### config.mk
export PLATFORM = sky130hd
export DESIGN_NAME = bfly_r2
export DESIGN_NICKNAME = d
export VERILOG_FILES = /design/src/rtl/bfly_r2_pkg.sv /design/src/rtl/bfly_r2_ovf_det.sv /design/src/rtl/bfly_r2.sv
export SDC_FILE = /design/constraint.sdc
export NUM_CORES = 1
export LEC_CHECK = 0
export CORE_ASPECT_RATIO = 0.8
export CORE_MARGIN = 4
export CORE_UTILIZATION = 50
export CTS_CLUSTER_SIZE = 12
export DETAILED_ROUTE_END_ITERATION = 16
export PLACE_DENSITY = 0.89
export SYNTH_ARGS = -nofsm -noshare
export SYNTH_HDL_FRONTEND = slang
export SYNTH_SLANG_ARGS = --single-unit
### constraint.sdc
create_clock -name clock -period 5.8 [get_ports clock]
set_input_delay 0.87 -clock clock [delete_from_list [all_inputs] [get_ports clock]]
set_output_delay 0.87 -clock clock [all_outputs]
set_load 0.005 [all_outputs]
### src/rtl/bfly_r2_pkg.sv
// ---------------------------------------------------------------------------
// bfly_r2_pkg
// Shared definitions for the radix-2 butterfly slice.
//   DATA_WIDTH  : input component width (override with the DATA_WIDTH macro)
//   OVF_CNT_W   : width of the overflow event counter
//   cplx_t      : complex sample, W-bit components
//   cplx_ext_t  : complex result, W+1-bit components
//   comp_ovf()  : downstream saturation trigger for one W+1-bit component
// Optional feature macro used by the slice: BFLY_SCALE_EN (see bfly_r2.sv).
// ---------------------------------------------------------------------------
`ifndef DATA_WIDTH
`define DATA_WIDTH 16
`endif

package bfly_r2_pkg;

  localparam int DATA_WIDTH = `DATA_WIDTH;
  localparam int OVF_CNT_W  = 16;

  typedef struct packed {
    logic [DATA_WIDTH-1:0] re;
    logic [DATA_WIDTH-1:0] im;
  } cplx_t;

  typedef struct packed {
    logic [DATA_WIDTH:0] re;
    logic [DATA_WIDTH:0] im;
  } cplx_ext_t;

  // A W+1-bit result no longer fits in W bits when its top two bits differ.
  function automatic logic comp_ovf(input logic [DATA_WIDTH:0] v);
    return v[DATA_WIDTH] ^ v[DATA_WIDTH-1];
  endfunction

endpackage

### src/rtl/bfly_r2_ovf_det.sv
// ---------------------------------------------------------------------------
// bfly_ovf_det
// Combinational any-overflow detector for the four butterfly results.
// A component overflows when bit W differs from bit W-1, i.e. the value
// would clip in the downstream W-bit saturation stage.
// Ports:
//   i_x0_re, i_x0_im, i_x1_re, i_x1_im : W+1-bit results
//   o_any_ovf                          : 1 when any component overflows
// ---------------------------------------------------------------------------
module bfly_ovf_det
  import bfly_r2_pkg::*;
#(
  parameter int W = DATA_WIDTH
) (
  input  logic [W:0] i_x0_re,
  input  logic [W:0] i_x0_im,
  input  logic [W:0] i_x1_re,
  input  logic [W:0] i_x1_im,
  output logic       o_any_ovf
);

  logic [3:0] w_ovf;

  assign w_ovf[0] = i_x0_re[W] ^ i_x0_re[W-1];
  assign w_ovf[1] = i_x0_im[W] ^ i_x0_im[W-1];
  assign w_ovf[2] = i_x1_re[W] ^ i_x1_re[W-1];
  assign w_ovf[3] = i_x1_im[W] ^ i_x1_im[W-1];

  assign o_any_ovf = |w_ovf;

endmodule

### src/rtl/bfly_r2.sv
// ---------------------------------------------------------------------------
// bfly_r2
// Two-stage pipelined radix-2 complex butterfly: X0 = A+B, X1 = A-B at
// W+1-bit precision, plus a saturating count of output transfers carrying
// any component that would overflow a W-bit saturation stage.
//
// Handshake: a transfer happens on a rising edge where valid && ready.
// in_ready is a function of pipeline occupancy and out_ready only (never of
// in_valid); a stalled stage keeps its data and valid bit unchanged, so the
// outputs are stable while out_valid && !out_ready.
//
// Ports:
//   clock, reset_n         : clock, synchronous active-low reset
//   in_valid / in_ready    : input handshake for the A/B pair
//   a_re, a_im, b_re, b_im : W-bit two's-complement inputs
//   out_valid / out_ready  : output handshake
//   x0_re, x0_im           : A+B, W+1 bits
//   x1_re, x1_im           : A-B, W+1 bits
//   ovf_clr                : clear ovf_cnt (wins over a same-cycle increment)
//   ovf_cnt                : saturating overflow event counter
//
// Macro BFLY_SCALE_EN: when defined, every result is arithmetic-shifted
// right by one before the first stage captures it, so nothing ever
// overflows; the counter logic stays in place.
// ---------------------------------------------------------------------------
module bfly_r2
  import bfly_r2_pkg::*;
#(
  parameter int W     = DATA_WIDTH,
  parameter int CNT_W = OVF_CNT_W
) (
  input  logic             clock,
  input  logic             reset_n,
  input  logic             in_valid,
  output logic             in_ready,
  input  logic [W-1:0]     a_re,
  input  logic [W-1:0]     a_im,
  input  logic [W-1:0]     b_re,
  input  logic [W-1:0]     b_im,
  output logic             out_valid,
  input  logic             out_ready,
  output logic [W:0]       x0_re,
  output logic [W:0]       x0_im,
  output logic [W:0]       x1_re,
  output logic [W:0]       x1_im,
  input  logic             ovf_clr,
  output logic [CNT_W-1:0] ovf_cnt
);

  // -------------------------------------------------------------------------
  // Stage enables
  // -------------------------------------------------------------------------
  logic r_s1_v;
  logic r_s2_v;
  logic w_s1_en;
  logic w_s2_en;

  assign w_s2_en  = !r_s2_v || out_ready;
  assign w_s1_en  = !r_s1_v || w_s2_en;
  assign in_ready = w_s1_en;

  // -------------------------------------------------------------------------
  // Butterfly arithmetic (exact at W+1 bits)
  // -------------------------------------------------------------------------
  logic [W:0] w_a_re_x;
  logic [W:0] w_a_im_x;
  logic [W:0] w_b_re_x;
  logic [W:0] w_b_im_x;
  logic [W:0] w_sum_re;
  logic [W:0] w_sum_im;
  logic [W:0] w_dif_re;
  logic [W:0] w_dif_im;

  assign w_a_re_x = {a_re[W-1], a_re};
  assign w_a_im_x = {a_im[W-1], a_im};
  assign w_b_re_x = {b_re[W-1], b_re};
  assign w_b_im_x = {b_im[W-1], b_im};

  assign w_sum_re = w_a_re_x + w_b_re_x;
  assign w_sum_im = w_a_im_x + w_b_im_x;
  assign w_dif_re = w_a_re_x - w_b_re_x;
  assign w_dif_im = w_a_im_x - w_b_im_x;

  logic [W:0] w_x0_re;
  logic [W:0] w_x0_im;
  logic [W:0] w_x1_re;
  logic [W:0] w_x1_im;

`ifdef BFLY_SCALE_EN
  // Halve every result (truncation toward -inf); the sign bit is replicated
  // so the value stays a valid W+1-bit number that always fits in W bits.
  assign w_x0_re = $signed(w_sum_re) >>> 1;
  assign w_x0_im = $signed(w_sum_im) >>> 1;
  assign w_x1_re = $signed(w_dif_re) >>> 1;
  assign w_x1_im = $signed(w_dif_im) >>> 1;
`else
  assign w_x0_re = w_sum_re;
  assign w_x0_im = w_sum_im;
  assign w_x1_re = w_dif_re;
  assign w_x1_im = w_dif_im;
`endif

  // -------------------------------------------------------------------------
  // Stage 1: capture results on input transfer
  // -------------------------------------------------------------------------
  logic [W:0] r_s1_x0_re;
  logic [W:0] r_s1_x0_im;
  logic [W:0] r_s1_x1_re;
  logic [W:0] r_s1_x1_im;

  always_ff @(posedge clock) begin
    if (!reset_n) begin
      r_s1_v     <= 1'b0;
      r_s1_x0_re <= '0;
      r_s1_x0_im <= '0;
      r_s1_x1_re <= '0;
      r_s1_x1_im <= '0;
    end else if (w_s1_en) begin
      r_s1_v <= in_valid;
      if (in_valid) begin
        r_s1_x0_re <= w_x0_re;
        r_s1_x0_im <= w_x0_im;
        r_s1_x1_re <= w_x1_re;
        r_s1_x1_im <= w_x1_im;
      end
    end
  end

  // -------------------------------------------------------------------------
  // Overflow detection on the stage-1 results, registered alongside them
  // -------------------------------------------------------------------------
  logic w_s1_ovf;

  bfly_ovf_det #(
    .W (W)
  ) u_ovf_det (
    .i_x0_re   (r_s1_x0_re),
    .i_x0_im   (r_s1_x0_im),
    .i_x1_re   (r_s1_x1_re),
    .i_x1_im   (r_s1_x1_im),
    .o_any_ovf (w_s1_ovf)
  );

  // -------------------------------------------------------------------------
  // Stage 2: output register
  // -------------------------------------------------------------------------
  logic [W:0] r_s2_x0_re;
  logic [W:0] r_s2_x0_im;
  logic [W:0] r_s2_x1_re;
  logic [W:0] r_s2_x1_im;
  logic       r_s2_ovf;

  always_ff @(posedge clock) begin
    if (!reset_n) begin
      r_s2_v     <= 1'b0;
      r_s2_x0_re <= '0;
      r_s2_x0_im <= '0;
      r_s2_x1_re <= '0;
      r_s2_x1_im <= '0;
      r_s2_ovf   <= 1'b0;
    end else if (w_s2_en) begin
      r_s2_v <= r_s1_v;
      if (r_s1_v) begin
        r_s2_x0_re <= r_s1_x0_re;
        r_s2_x0_im <= r_s1_x0_im;
        r_s2_x1_re <= r_s1_x1_re;
        r_s2_x1_im <= r_s1_x1_im;
        r_s2_ovf   <= w_s1_ovf;
      end
    end
  end

  assign out_valid = r_s2_v;
  assign x0_re     = r_s2_x0_re;
  assign x0_im     = r_s2_x0_im;
  assign x1_re     = r_s2_x1_re;
  assign x1_im     = r_s2_x1_im;

  // -------------------------------------------------------------------------
  // Overflow event counter: counts output transfers, saturates at all-ones
  // -------------------------------------------------------------------------
  logic [CNT_W-1:0] r_ovf_cnt;
  logic             w_out_fire;

  assign w_out_fire = r_s2_v && out_ready;

  always_ff @(posedge clock) begin
    if (!reset_n) begin
      r_ovf_cnt <= '0;
    end else if (ovf_clr) begin
      r_ovf_cnt <= '0;
    end else if (w_out_fire && r_s2_ovf && (r_ovf_cnt != {CNT_W{1'b1}})) begin
      r_ovf_cnt <= r_ovf_cnt + 1'b1;
    end
  end

  assign ovf_cnt = r_ovf_cnt;

endmodule

==> results.py, run 1 <==
metrics = {
    "status": {
        "outcome": "finished, final reports clean",
    },
    "synth": {
        "post_synth.cell_area_avg_um2": 7.74,
        "yosys_most_used_dff": "sky130_fd_sc_hd__dfxtp_1",
        "area_share_of_the_largest_cell_type_after_synthesis_pct": 36.2,
        "netlist_top_cells_count": "sky130_fd_sc_hd__nand2_1, sky130_fd_sc_hd__dfxtp_1, sky130_fd_sc_hd__a21oi_1, sky130_fd_sc_hd__nor2_1, sky130_fd_sc_hd__ha_1",
        "yosys.area_share.simple_pct": 20.6,
        "syn-num-nets": 1216,
        "postSynthCellCount": 1078,
        "netlist.top_cell.by_area": "sky130_fd_sc_hd__dfxtp_1",
        "synthTopCellsByArea": "sky130_fd_sc_hd__dfxtp_1, sky130_fd_sc_hd__ha_1, sky130_fd_sc_hd__a21oi_1, sky130_fd_sc_hd__nand2_1, sky130_fd_sc_hd__nor2_1",
        "ys.warnings.count": 0,
        "syn_area_um2": 8340,
        "synth_top_family_by_area": "simple AND/OR/NAND/NOR gates",
        "yosys.area_share.adder_pct": 10.7,
        "synth.ff_latch_count": 151,
        "synth-edff-count": 0,
        "synth_xor_area_share_pct": 5.88,
        "synth.area.mux_share_pct": 0.360,
        "synth-compound-area-share_pct": 20.1,
        "postSynth.asyncResetShare_pct": 0,
        "seq_area_frac_synth_pct": 36.2,
        "synth.distinct_cells": 62,
        "yosysMostFrequentCell": "sky130_fd_sc_hd__nand2_1",
    },
    "critical_path": {
        "worst_setup_path_end_kind": "register",
        "worst-r2r-cell-count": 6,
        "path_cells": "clkdlybuf4s50_1, inv_1, ha_1, nand2b_1, a221o_1, a211oi_2, a21oi_1, a2111oi_2, a41oi_1, a22o_1",
        "cp_data_arrival_time_ns": 3.58,
        "r2r_start": "out_valid",
        "timing.rr.end": "r_s1_x1_re[8]",
        "crit_path_top_delay_cell": "sky130_fd_sc_hd__clkdlybuf4s50_1",
        "largest_delay_share_family_worst_path": "compound AO/OA/AOI/OAI gates",
        "critPathRequiredTime_ns": 6.12,
        "cp_num_buf_inv": 2,
        "worst-path-max-fanout": 8,
        "regToRegSetupSlack_ns": 3.35,
        "slowest_delay_ns": 0.48,
        "worstSetupStartpointType": "input port",
        "class_of_the_most_critical_setup_path": "in2reg",
    },
    "clock_network": {
        "cts_buffers": 17,
        "cts.sinks": 151,
        "ctsHtreeMaxLevel": 4,
        "cts_tree": "yes",
        "worst_skew_pair.late_latency_ns": 0.42,
        "cts.reportedPaths.clkPinSlew_ns": 0.06,
        "clock-root-buffer": "sky130_fd_sc_hd__clkbuf_16",
        "post_cts_hold_buffer_count": 0,
        "cts_buffer_depth": 2,
        "cts_post_setup_buffers_inserted": 0,
        "post_cts_resize_count": 0,
    },
    "sta": {
        "skew_ns": 0.00699,
        "slew_headroom_pct": 29.8,
        "period_share_pct": 56.2,
        "report.final.slew_viol_count": 0,
        "setup_viol_count_final": 0,
        "post-route-worst-setup-slack_ns": 2.54,
        "fmaxAchievable_mhz": 307,
        "setup_tns_final_ns": 0,
        "rsz0062_at_grt": "no",
        "report.final.hold_viol_count": 0,
        "finalCriticalPeriod_ns": 3.26,
        "timing_worst_slew_pin_value_ns": 1.05,
    },
    "die": {
        "fp.dieW_um": 152,
        "fp.coreArea_um2": 16100,
        "die_area_um2": 18800,
        "pin_count": 155,
        "initial_cell_density_of_the_core_pct": 52.0,
        "floorplan.rows": 41,
        "chipHeight_um": 124,
    },
    "placement": {
        "numPlacedInstances": 1385,
        "routabilityCongestion": 0.925,
        "post-place-ws_ns": 2.19,
        "buffers_on_ports": 154,
        "detailed_place_hpwl_um": 16200,
        "dpl-instance-area_um2": 9930,
    },
    "cells_and_area": {
        "antenna_cells_inserted": 0,
        "final_layout_size_suffix_gt1_share_pct": 4.08,
        "fin_util_pct": 65.7,
        "layout-area-overhead-vs-synth_pct": 26.4,
        "post-route-cell-area_um2": 10500,
        "layout.nets": 1327,
        "instances_no_fill": 1416,
    },
    "global_route": {
        "track_usage_pct": 24.0,
        "grt_overflow": 0,
        "grt_antenna_before_repair": 0,
        "first_global_vias": 7502,
        "grt_start_max_net_pins": 68,
        "grt_first_pass_wirelength_um": 36900,
    },
    "routing": {
        "via_per_inst": 5.61,
        "post-route-drc-count": 0,
        "post_drt_wl_per_cell_um": 16.2,
        "first_iter_violations": 700,
        "route.vias.total": 7945,
        "totalWireLength_um": 22900,
        "drtAntennaViolNets": 0,
        "drt-pass1-iter-count": 5,
    },
    "hold_path": {
        "hold-path-endpoint": "r_s1_x1_im[14]",
        "worst_hold_path_startpoint": "r_s1_x1_im[14]",
        "holdPathStages": 2,
        "worst_hold_path_class": "reg2reg",
    },
    "power": {
        "p_leak_uw": 0.00412,
        "worst_vdd_drop_mv": 0.217,
        "power_per_cell_area_nw_per_um2": 273,
    },
    "job": {
        "timing.max_cap.violations": 0,
    },
}
-- tightest hold or removal path, cell delays in order (launching register included) --
cell and delay [ns]:
sky130_fd_sc_hd__dfxtp_1 0.31, sky130_fd_sc_hd__nand2_1 0.05, sky130_fd_sc_hd__o21ai_1 0.05
-- cell families after synthesis --
kind of cell,count (synthesis)
xor+xnor,56
buf+inv,130
simple gates,389
flops,151
fa+ha+maj,69
compound gates,280
mux,3
-- stage by stage --
stage / power [uW] / hold WS (ns)
final: 2880 / 0.449
after global routing: 3000 / 0.464
after detailed placement: 1720 / 0.441
after CTS: 2880 / 0.450
after floorplan: 1530 / 0.425
after global placement: 1700 / 0.436
-- per-layer routing --
metal	vias to the layer above	global-route usage, %	part of all wire (%)
li1	3862	-	-
met1	3727	33.2	46
met2	323	38.2	45
met3	33	5.39	8.3
met4	0	6.90	1.2
met5	-	0	0
-- registers in the layout, indices dropped and copies added, names as in the netlist --
name,cells
out_valid,1
r_s1_v,1
ovf_cnt,16
x0_re,17
r_s1_x0_im,16
r_s1_x1_im,17
r_s1_x1_re,16
x1_im,16
r_s2_ovf,1
x1_re,16
r_s1_x0_re,17
x0_im,17
-- worst max path at each step --
stage,cells past startpoint,end,slack [ns],start
after global placement,11,r_s1_x1_re[15],2.26,b_re[1]
after global routing,11,r_s1_x1_re[15],2.40,b_re[1]
final,10,r_s1_x0_im[14],2.54,b_im[2]
after floorplan,11,r_s1_x1_im[14],2.96,b_im[2]
after detailed placement,10,r_s1_x0_im[14],2.19,b_im[2]
after CTS,4,in_ready,2.58,out_ready
-- placed cells by master (no fill, tap or decap), types with 3 or more instances in the layout --
| cell type | n |
|---|---|
| sky130_fd_sc_hd__nor2_1 | 96 |
| sky130_fd_sc_hd__fa_1 | 4 |
| sky130_fd_sc_hd__clkinv_2 | 3 |
| sky130_fd_sc_hd__o211ai_1 | 4 |
| sky130_fd_sc_hd__bufinv_16 | 4 |
| sky130_fd_sc_hd__nor3_1 | 15 |
| sky130_fd_sc_hd__o22ai_1 | 5 |
| sky130_fd_sc_hd__nand4_1 | 5 |
| sky130_fd_sc_hd__clkdlybuf4s50_1 | 154 |
| sky130_fd_sc_hd__a221oi_1 | 3 |
| sky130_fd_sc_hd__a31oi_1 | 8 |
| sky130_fd_sc_hd__nor4_1 | 5 |
| sky130_fd_sc_hd__inv_1 | 61 |
| sky130_fd_sc_hd__ha_1 | 65 |
| sky130_fd_sc_hd__o21a_1 | 8 |
| sky130_fd_sc_hd__mux2i_1 | 3 |
| sky130_fd_sc_hd__o31ai_1 | 4 |
| sky130_fd_sc_hd__nor4b_1 | 3 |
| sky130_fd_sc_hd__a21oi_1 | 146 |
| sky130_fd_sc_hd__clkbuf_16 | 17 |
| sky130_fd_sc_hd__and4_1 | 3 |
| sky130_fd_sc_hd__nand2_1 | 192 |
| sky130_fd_sc_hd__a21o_1 | 4 |
| sky130_fd_sc_hd__buf_4 | 6 |
| sky130_fd_sc_hd__nand3_1 | 11 |
| sky130_fd_sc_hd__xnor2_1 | 37 |
| sky130_fd_sc_hd__nand2b_1 | 19 |
| sky130_fd_sc_hd__or3_1 | 12 |
| sky130_fd_sc_hd__o21ai_0 | 50 |
| sky130_fd_sc_hd__o31a_1 | 3 |
| sky130_fd_sc_hd__nor2b_1 | 10 |
| sky130_fd_sc_hd__xor2_1 | 19 |
| sky130_fd_sc_hd__dfxtp_1 | 151 |
| sky130_fd_sc_hd__a211oi_1 | 17 |
| sky130_fd_sc_hd__clkbuf_1 | 4 |
| sky130_fd_sc_hd__and3_1 | 4 |
-- area by class of cell --
| cell class | instances | area, um2 |
|---|---|---|
| sequential | 151 | 3020 |
| inverter | 62 | 234 |
| multi-input combinational | 797 | 4810 |
| fill | 1346 | 5520 |
| timing repair buffer | 160 | 1590 |
| tap | 215 | 269 |
| clock buffer | 23 | 468 |
| clock inverter | 8 | 146 |
-- where the power goes --
group,internal [uW],total [uW],leakage (uW),switching (uW)
Combinational,250,571,0.00258,321
Clock,740,1160,0.000297,422
Sequential,1100,1140,0.00123,39.7
(Power assumes the default switching activity.)
==> inputs of run 2 (changes only) <==
--- a/config.mk
+++ b/config.mk
@@ -7,7 +7,7 @@
 export LEC_CHECK = 0
 export CORE_ASPECT_RATIO = 0.8
 export CORE_MARGIN = 4
-export CORE_UTILIZATION = 50
+export CORE_UTILIZATION = 48
 export CTS_CLUSTER_SIZE = 12
 export DETAILED_ROUTE_END_ITERATION = 16
 export PLACE_DENSITY = 0.89
==> constraint.sdc (replaced) <==
create_clock -name clock -period 2.6 [get_ports clock]
set_input_delay 0.39 -clock clock [delete_from_list [all_inputs] [get_ports clock]]
set_output_delay 0.39 -clock clock [all_outputs]
set_load 0.005 [all_outputs]
==> run 2 against run 1 <==
- clock-buffer cell count fell by 6
- total power is 130% higher
- critical endpoint unchanged
- critical path depth is the same
- largest power group unchanged
- clock skew is 0.0031 ns higher
- global-route usage increased by 0.44 points
- die area is 3.9% higher
- setup slack worse by 2.5 ns
- sequential share of layout area is 2.3 points lower
- non-clock buffer count up 106
- register-to-register slack lost 3.0 ns
==> results.py, run 2 (synthesis gave the netlist of run 1 again) <==
metrics = {
    "status": {
        "outcome": "finished, final reports clean",
    },
    "global_route": {
        "grt_first_pass_wirelength_um": 39500,
        "grt_overflow": 0,
        "first_global_vias": 8009,
        "grt_start_max_net_pins": 45,
        "grt_antenna_before_repair": 0,
        "track_usage_pct": 24.5,
    },
    "critical_path": {
        "regToRegSetupSlack_ns": 0.35,
        "worstSetupStartpointType": "input port",
        "r2r_start": "ovf_cnt[8]",
        "worst-path-max-fanout": 2,
        "class_of_the_most_critical_setup_path": "in2reg",
        "worst-r2r-cell-count": 7,
        "critPathRequiredTime_ns": 2.91,
        "timing.rr.end": "ovf_cnt[9]",
        "worst_setup_path_end_kind": "register",
        "cp_data_arrival_time_ns": 2.83,
    },
    "die": {
        "fp.dieW_um": 155,
        "fp.coreArea_um2": 16800,
        "pin_count": 155,
        "die_area_um2": 19600,
        "floorplan.rows": 42,
        "initial_cell_density_of_the_core_pct": 49.6,
        "chipHeight_um": 126,
    },
    "placement": {
        "buffers_on_ports": 154,
        "dpl-instance-area_um2": 10700,
        "detailed_place_hpwl_um": 18100,
        "routabilityCongestion": 0.952,
        "post-place-ws_ns": -0.469,
    },
    "clock_network": {
        "cts_tree": "yes",
        "worst_skew_pair.late_latency_ns": 0.42,
        "cts_buffers": 17,
        "cts.sinks": 151,
        "cts.reportedPaths.clkPinSlew_ns": 0.07,
        "cts_buffer_depth": 2,
        "clock-root-buffer": "sky130_fd_sc_hd__clkbuf_16",
        "ctsHtreeMaxLevel": 4,
    },
    "sta": {
        "setup_viol_count_final": 0,
        "hold_slack_ns": 0.449,
        "skew_ns": 0.0101,
        "rsz0062_at_grt": "yes",
        "period_share_pct": 96.9,
        "report.final.slew_viol_count": 0,
        "fmaxAchievable_mhz": 397,
        "finalCriticalPeriod_ns": 2.52,
        "timing_worst_slew_pin_value_ns": 0.609,
        "slew_headroom_pct": 59.4,
        "report.final.hold_viol_count": 0,
        "post-route-worst-setup-slack_ns": 0.0807,
    },
    "routing": {
        "via_per_inst": 5.50,
        "post-route-drc-count": 0,
        "first_iter_violations": 750,
        "drt-pass1-iter-count": 6,
        "totalWireLength_um": 24600,
        "drtAntennaViolNets": 0,
        "post_drt_wl_per_cell_um": 16.1,
        "route.vias.total": 8403,
    },
    "hold_path": {
        "holdPathStages": 2,
        "worst_hold_path_startpoint": "r_s1_x1_im[2]",
        "worst_hold_path_class": "reg2reg",
        "hold-path-endpoint": "x1_im[2]",
    },
    "cells_and_area": {
        "antenna_cells_inserted": 0,
        "layout.nets": 1433,
        "layout-area-overhead-vs-synth_pct": 37.4,
        "final_cell_mix": "sky130_fd_sc_hd__nand2_1, sky130_fd_sc_hd__clkdlybuf4s50_1, sky130_fd_sc_hd__dfxtp_1, sky130_fd_sc_hd__a21oi_1, sky130_fd_sc_hd__buf_4",
        "final_layout_size_suffix_gt1_share_pct": 13.5,
        "layout_commonest_cell": "sky130_fd_sc_hd__nand2_1",
        "post-route-cell-area_um2": 11500,
    },
    "job": {
        "timing.max_cap.violations": 0,
    },
    "power": {
        "power_per_cell_area_nw_per_um2": 578,
        "p_leak_uw": 0.00467,
        "worst_vdd_drop_mv": 0.506,
    },
}
[run 2: timing repair]
action,CTS,global route
endpoints found under the setup margin,1,15
hold buffers,0,0
resized for setup,2,22
setup buffers,2,2
pin swaps,2,16
[run 2: per-layer routing]
metal  part of all wire [%]  global-route usage [%]  wire (um)  vias up
met3                    9.2                    4.94       2260       31
met2                     46                    38.8      11300      371
met5                      0                       0          0        -
met4                    1.1                    5.56        277        0
li1                       -                       -          -     4077
met1                     44                    34.6      10800     3924
[run 2: through the flow]
stage,utilization [%],setup TNS [ns],total power (uW),cells
floorplan,-,0,3410,1078
global placement,63.6,-5.89,3980,1492
detailed placement,63.6,-7.64,4030,1492
CTS,67.4,0,6600,1526
global route,68.2,-0.0812,6920,1528
finish,68.2,0,6630,1528
[run 2: area by class of cell]
class | instances | area (um2)
fillers | 1291 | 5350
clock buffers | 17 | 425
repair buffers | 266 | 2390
flip-flops and latches | 151 | 3020
well taps | 220 | 275
inverters | 62 | 234
multi-input cells | 797 | 4930
clock inverters | 15 | 186
[run 2: critical path, stage by stage]
cell and delay (ns):
sky130_fd_sc_hd__clkdlybuf4s50_1 0.50, sky130_fd_sc_hd__ha_2 0.20, sky130_fd_sc_hd__fa_1 0.19, sky130_fd_sc_hd__nand2b_1 0.08
sky130_fd_sc_hd__a221o_1 0.39, sky130_fd_sc_hd__a211oi_4 0.32, sky130_fd_sc_hd__a21oi_2 0.13, sky130_fd_sc_hd__a2111oi_4 0.32
sky130_fd_sc_hd__a41oi_1 0.08, sky130_fd_sc_hd__a22o_1 0.22
[run 2: how the worst max path moves through the flow]
stage	start	endpoint	slack [ns]	cells past startpoint
CTS	a_im[0]	r_s1_x0_im[14]	0.04	10
detailed placement	b_im[2]	r_s1_x0_im[14]	-0.47	10
global route	b_im[6]	r_s1_x0_im[16]	-0.05	12
floorplan	b_im[2]	r_s1_x1_im[14]	0.24	11
finish	b_im[0]	r_s1_x0_im[14]	0.08	10
global placement	b_im[2]	r_s1_x0_im[14]	-0.39	10
[run 2: power breakdown]
part / internal, uW / switching [uW] / total (uW)
registers: 2460 / 92.3 / 2550
logic: 732 / 786 / 1520
clock network: 1460 / 1100 / 2560
total: 4650 / 1980 / 6630
==> inputs of run 3 (changes only) <==
--- a/config.mk
+++ b/config.mk
@@ -6,11 +6,12 @@
 export NUM_CORES = 1
 export LEC_CHECK = 0
 export CORE_ASPECT_RATIO = 0.8
-export CORE_MARGIN = 4
+export CORE_MARGIN = 2
 export CORE_UTILIZATION = 48
 export CTS_CLUSTER_SIZE = 12
 export DETAILED_ROUTE_END_ITERATION = 16
-export PLACE_DENSITY = 0.89
+export PLACE_DENSITY = 0.86
+export SLEW_MARGIN = 20
 export SYNTH_ARGS = -nofsm -noshare
 export SYNTH_HDL_FRONTEND = slang
 export SYNTH_SLANG_ARGS = --single-unit
==> run 3 against run 2 <==
- flip-flop and latch count unchanged
- clock skew about the same
- non-clock buffer count down 4
- combinational power about the same
- worst hold slack worse by 0.10 ns
- setup slack worse by 0.0048 ns
- critical path type unchanged
- critical endpoint is now r_s1_x0_re[13]
- largest cell class unchanged
- largest power group is now sequential cells
- highest routed layer unchanged
==> results.py, run 3 (synthesis gave the netlist of run 1 again) <==
metrics = {
    "clock_network": {
        "cts_post_setup_buffers_inserted": 0,
        "cts_buffers": 17,
        "post_cts_resize_count": 0,
        "clock-root-buffer": "sky130_fd_sc_hd__clkbuf_16",
        "cts.reportedPaths.clkPinSlew_ns": 0.06,
        "ctsHtreeMaxLevel": 4,
        "post_cts_hold_buffer_count": 0,
        "cts_buffer_depth": 2,
        "cts.sinks": 151,
        "cts_tree": "yes",
        "worst_skew_pair.late_latency_ns": 0.44,
    },
    "critical_path": {
        "worst-path-max-fanout": 3,
        "cp_num_buf_inv": 2,
        "largest_delay_share_family_worst_path": "compound AO/OA/AOI/OAI gates",
        "class_of_the_most_critical_setup_path": "in2reg",
        "slowest_delay_ns": 0.49,
        "worstSetupStartpointType": "input port",
        "path_cells": "clkdlybuf4s50_1, inv_1, ha_1, nor2b_1, o311a_1, o22ai_2, nor4b_1, o31a_1, a311oi_2, xnor2_1, a21oi_1",
        "worst_setup_path_end_kind": "register",
        "crit_path_top_delay_cell": "sky130_fd_sc_hd__clkdlybuf4s50_1",
        "critPathRequiredTime_ns": 2.91,
        "worst_setup_path_startpoint": "b_re[1]",
        "cp_data_arrival_time_ns": 2.84,
        "r2r_start": "ovf_cnt[7]",
    },
    "power": {
        "power.internal_uw": 4660,
        "total_design_power_uw": 6490,
        "comb_power_share_pct": 23.0,
        "p_leak_uw": 0.00464,
        "sequentialPowerShare_pct": 39.4,
        "worst_vdd_drop_mv": 0.452,
        "power_per_cell_area_nw_per_um2": 570,
        "swShare_pct": 28.2,
        "clock_power_share_pct": 37.6,
        "switching_power_uw": 1830,
    },
    "global_route": {
        "grt_start_max_net_pins": 55,
        "track_usage_pct": 26.4,
        "grt_first_pass_wirelength_um": 38400,
        "grt_overflow": 0,
        "grt_antenna_before_repair": 0,
        "first_global_vias": 7988,
    },
    "die": {
        "floorplan.rows": 43,
        "initial_cell_density_of_the_core_pct": 48.6,
        "fp.coreArea_um2": 17200,
        "pin_count": 155,
        "fp.dieW_um": 151,
        "chipHeight_um": 122,
        "die_area_um2": 18500,
    },
    "routing": {
        "post-route-drc-count": 0,
        "totalWireLength_um": 23900,
        "drtAntennaViolNets": 0,
        "via_per_inst": 5.44,
        "drt-pass1-iter-count": 6,
        "post_drt_wl_per_cell_um": 15.7,
        "route.vias.total": 8306,
        "first_iter_violations": 619,
    },
    "sta": {
        "timing_worst_slew_pin_value_ns": 0.590,
        "report.final.slew_viol_count": 0,
        "setup_viol_count_final": 0,
        "hold_slack_ns": 0.345,
        "post-route-worst-setup-slack_ns": 0.0758,
        "finalCriticalPeriod_ns": 2.52,
        "slew_headroom_pct": 60.7,
        "setup_tns_final_ns": 0,
        "rsz0062_at_grt": "no",
        "report.final.hold_viol_count": 0,
        "period_share_pct": 97.1,
        "skew_ns": 0.0105,
        "fmaxAchievable_mhz": 396,
    },
    "hold_path": {
        "worst_hold_path_startpoint": "b_im[0]",
        "worst_hold_path_class": "in2reg",
    },
    "status": {
        "outcome": "finished, final reports clean",
    },
    "cells_and_area": {
        "final_cell_mix": "sky130_fd_sc_hd__nand2_1, sky130_fd_sc_hd__clkdlybuf4s50_1, sky130_fd_sc_hd__dfxtp_1, sky130_fd_sc_hd__a21oi_1, sky130_fd_sc_hd__buf_4",
        "n_fill_cell": 1378,
        "layout.nets": 1429,
        "antenna_cells_inserted": 0,
        "final_layout_size_suffix_gt1_share_pct": 12.6,
        "layout_commonest_cell": "sky130_fd_sc_hd__nand2_1",
        "layout-area-overhead-vs-synth_pct": 36.4,
    },
    "placement": {
        "post-place-ws_ns": -0.365,
        "routabilityCongestion": 0.935,
        "detailed_place_hpwl_um": 17400,
        "buffers_on_ports": 154,
    },
    "job": {
        "timing.max_cap.violations": 0,
    },
}
-- run 3: changes by cell type in the layout (fill, tap and decap cells not counted), sizes merged --
| cell | delta |
|---|---|
| dlymetal6s2s | +1 |
| clkdlybuf4s50 | -1 |
| inv | -7 |
| buf | -4 |
| clkbuf | +5 |
-- run 3: layout make-up --
type	instances	area, um2	area share (%)
inverters	62	234	2.06
well taps	225	282	2.47
flip-flops and latches	151	3020	26.6
multi-input cells	797	4880	42.9
repair buffers	262	2380	21.0
clock inverters	8	98.8	0.869
clock buffers	22	474	4.17
-- run 3: path summary, 6_finish.rpt --
check | cells after the start | slack (ns) | end
worst max-delay path | 11 | 0.08 | r_s1_x0_re[13]
worst min register to register | 2 | 0.45 | x1_re[1]
worst min-delay path | 3 | 0.35 | r_s1_x1_im[0]
worst max register to register | 8 | 0.38 | ovf_cnt[13]
-- run 3: metal layers --
metal,global-route usage [%],up-vias,routed length [um]
li1,-,4069,-
met1,35.9,3888,11100
met2,42.5,304,10700
met3,4.94,45,1640
met4,8.53,0,494
met5,0,-,0
-- run 3: worst register-to-register path: cells and delay by family, from the launching register on --
family / cells / cell delay, ns
AO/OA/AOI/OAI: 1 / 0.29
AND/OR/NAND/NOR: 6 / 1.22
XOR/XNOR: 1 / 0.16
flip-flops: 1 / 0.41
-- run 3: stage by stage --
step	area (um2)	cells	util, %
detailed placement	10700	1497	62.5
global route	11400	1527	66.3
finish	11400	1527	66.3
global placement	10700	1497	62.5
floorplan	8340	1078	-
CTS	11300	1527	65.9
-- run 3: power by group through the flow --
stage	clock, uW	sequential [uW]	combinational, uW
floorplan	0	2580	835
global placement	0	2590	1410
detailed placement	0	2600	1440
CTS	2460	2550	1460
global route	2570	2570	1640
finish	2440	2550	1490
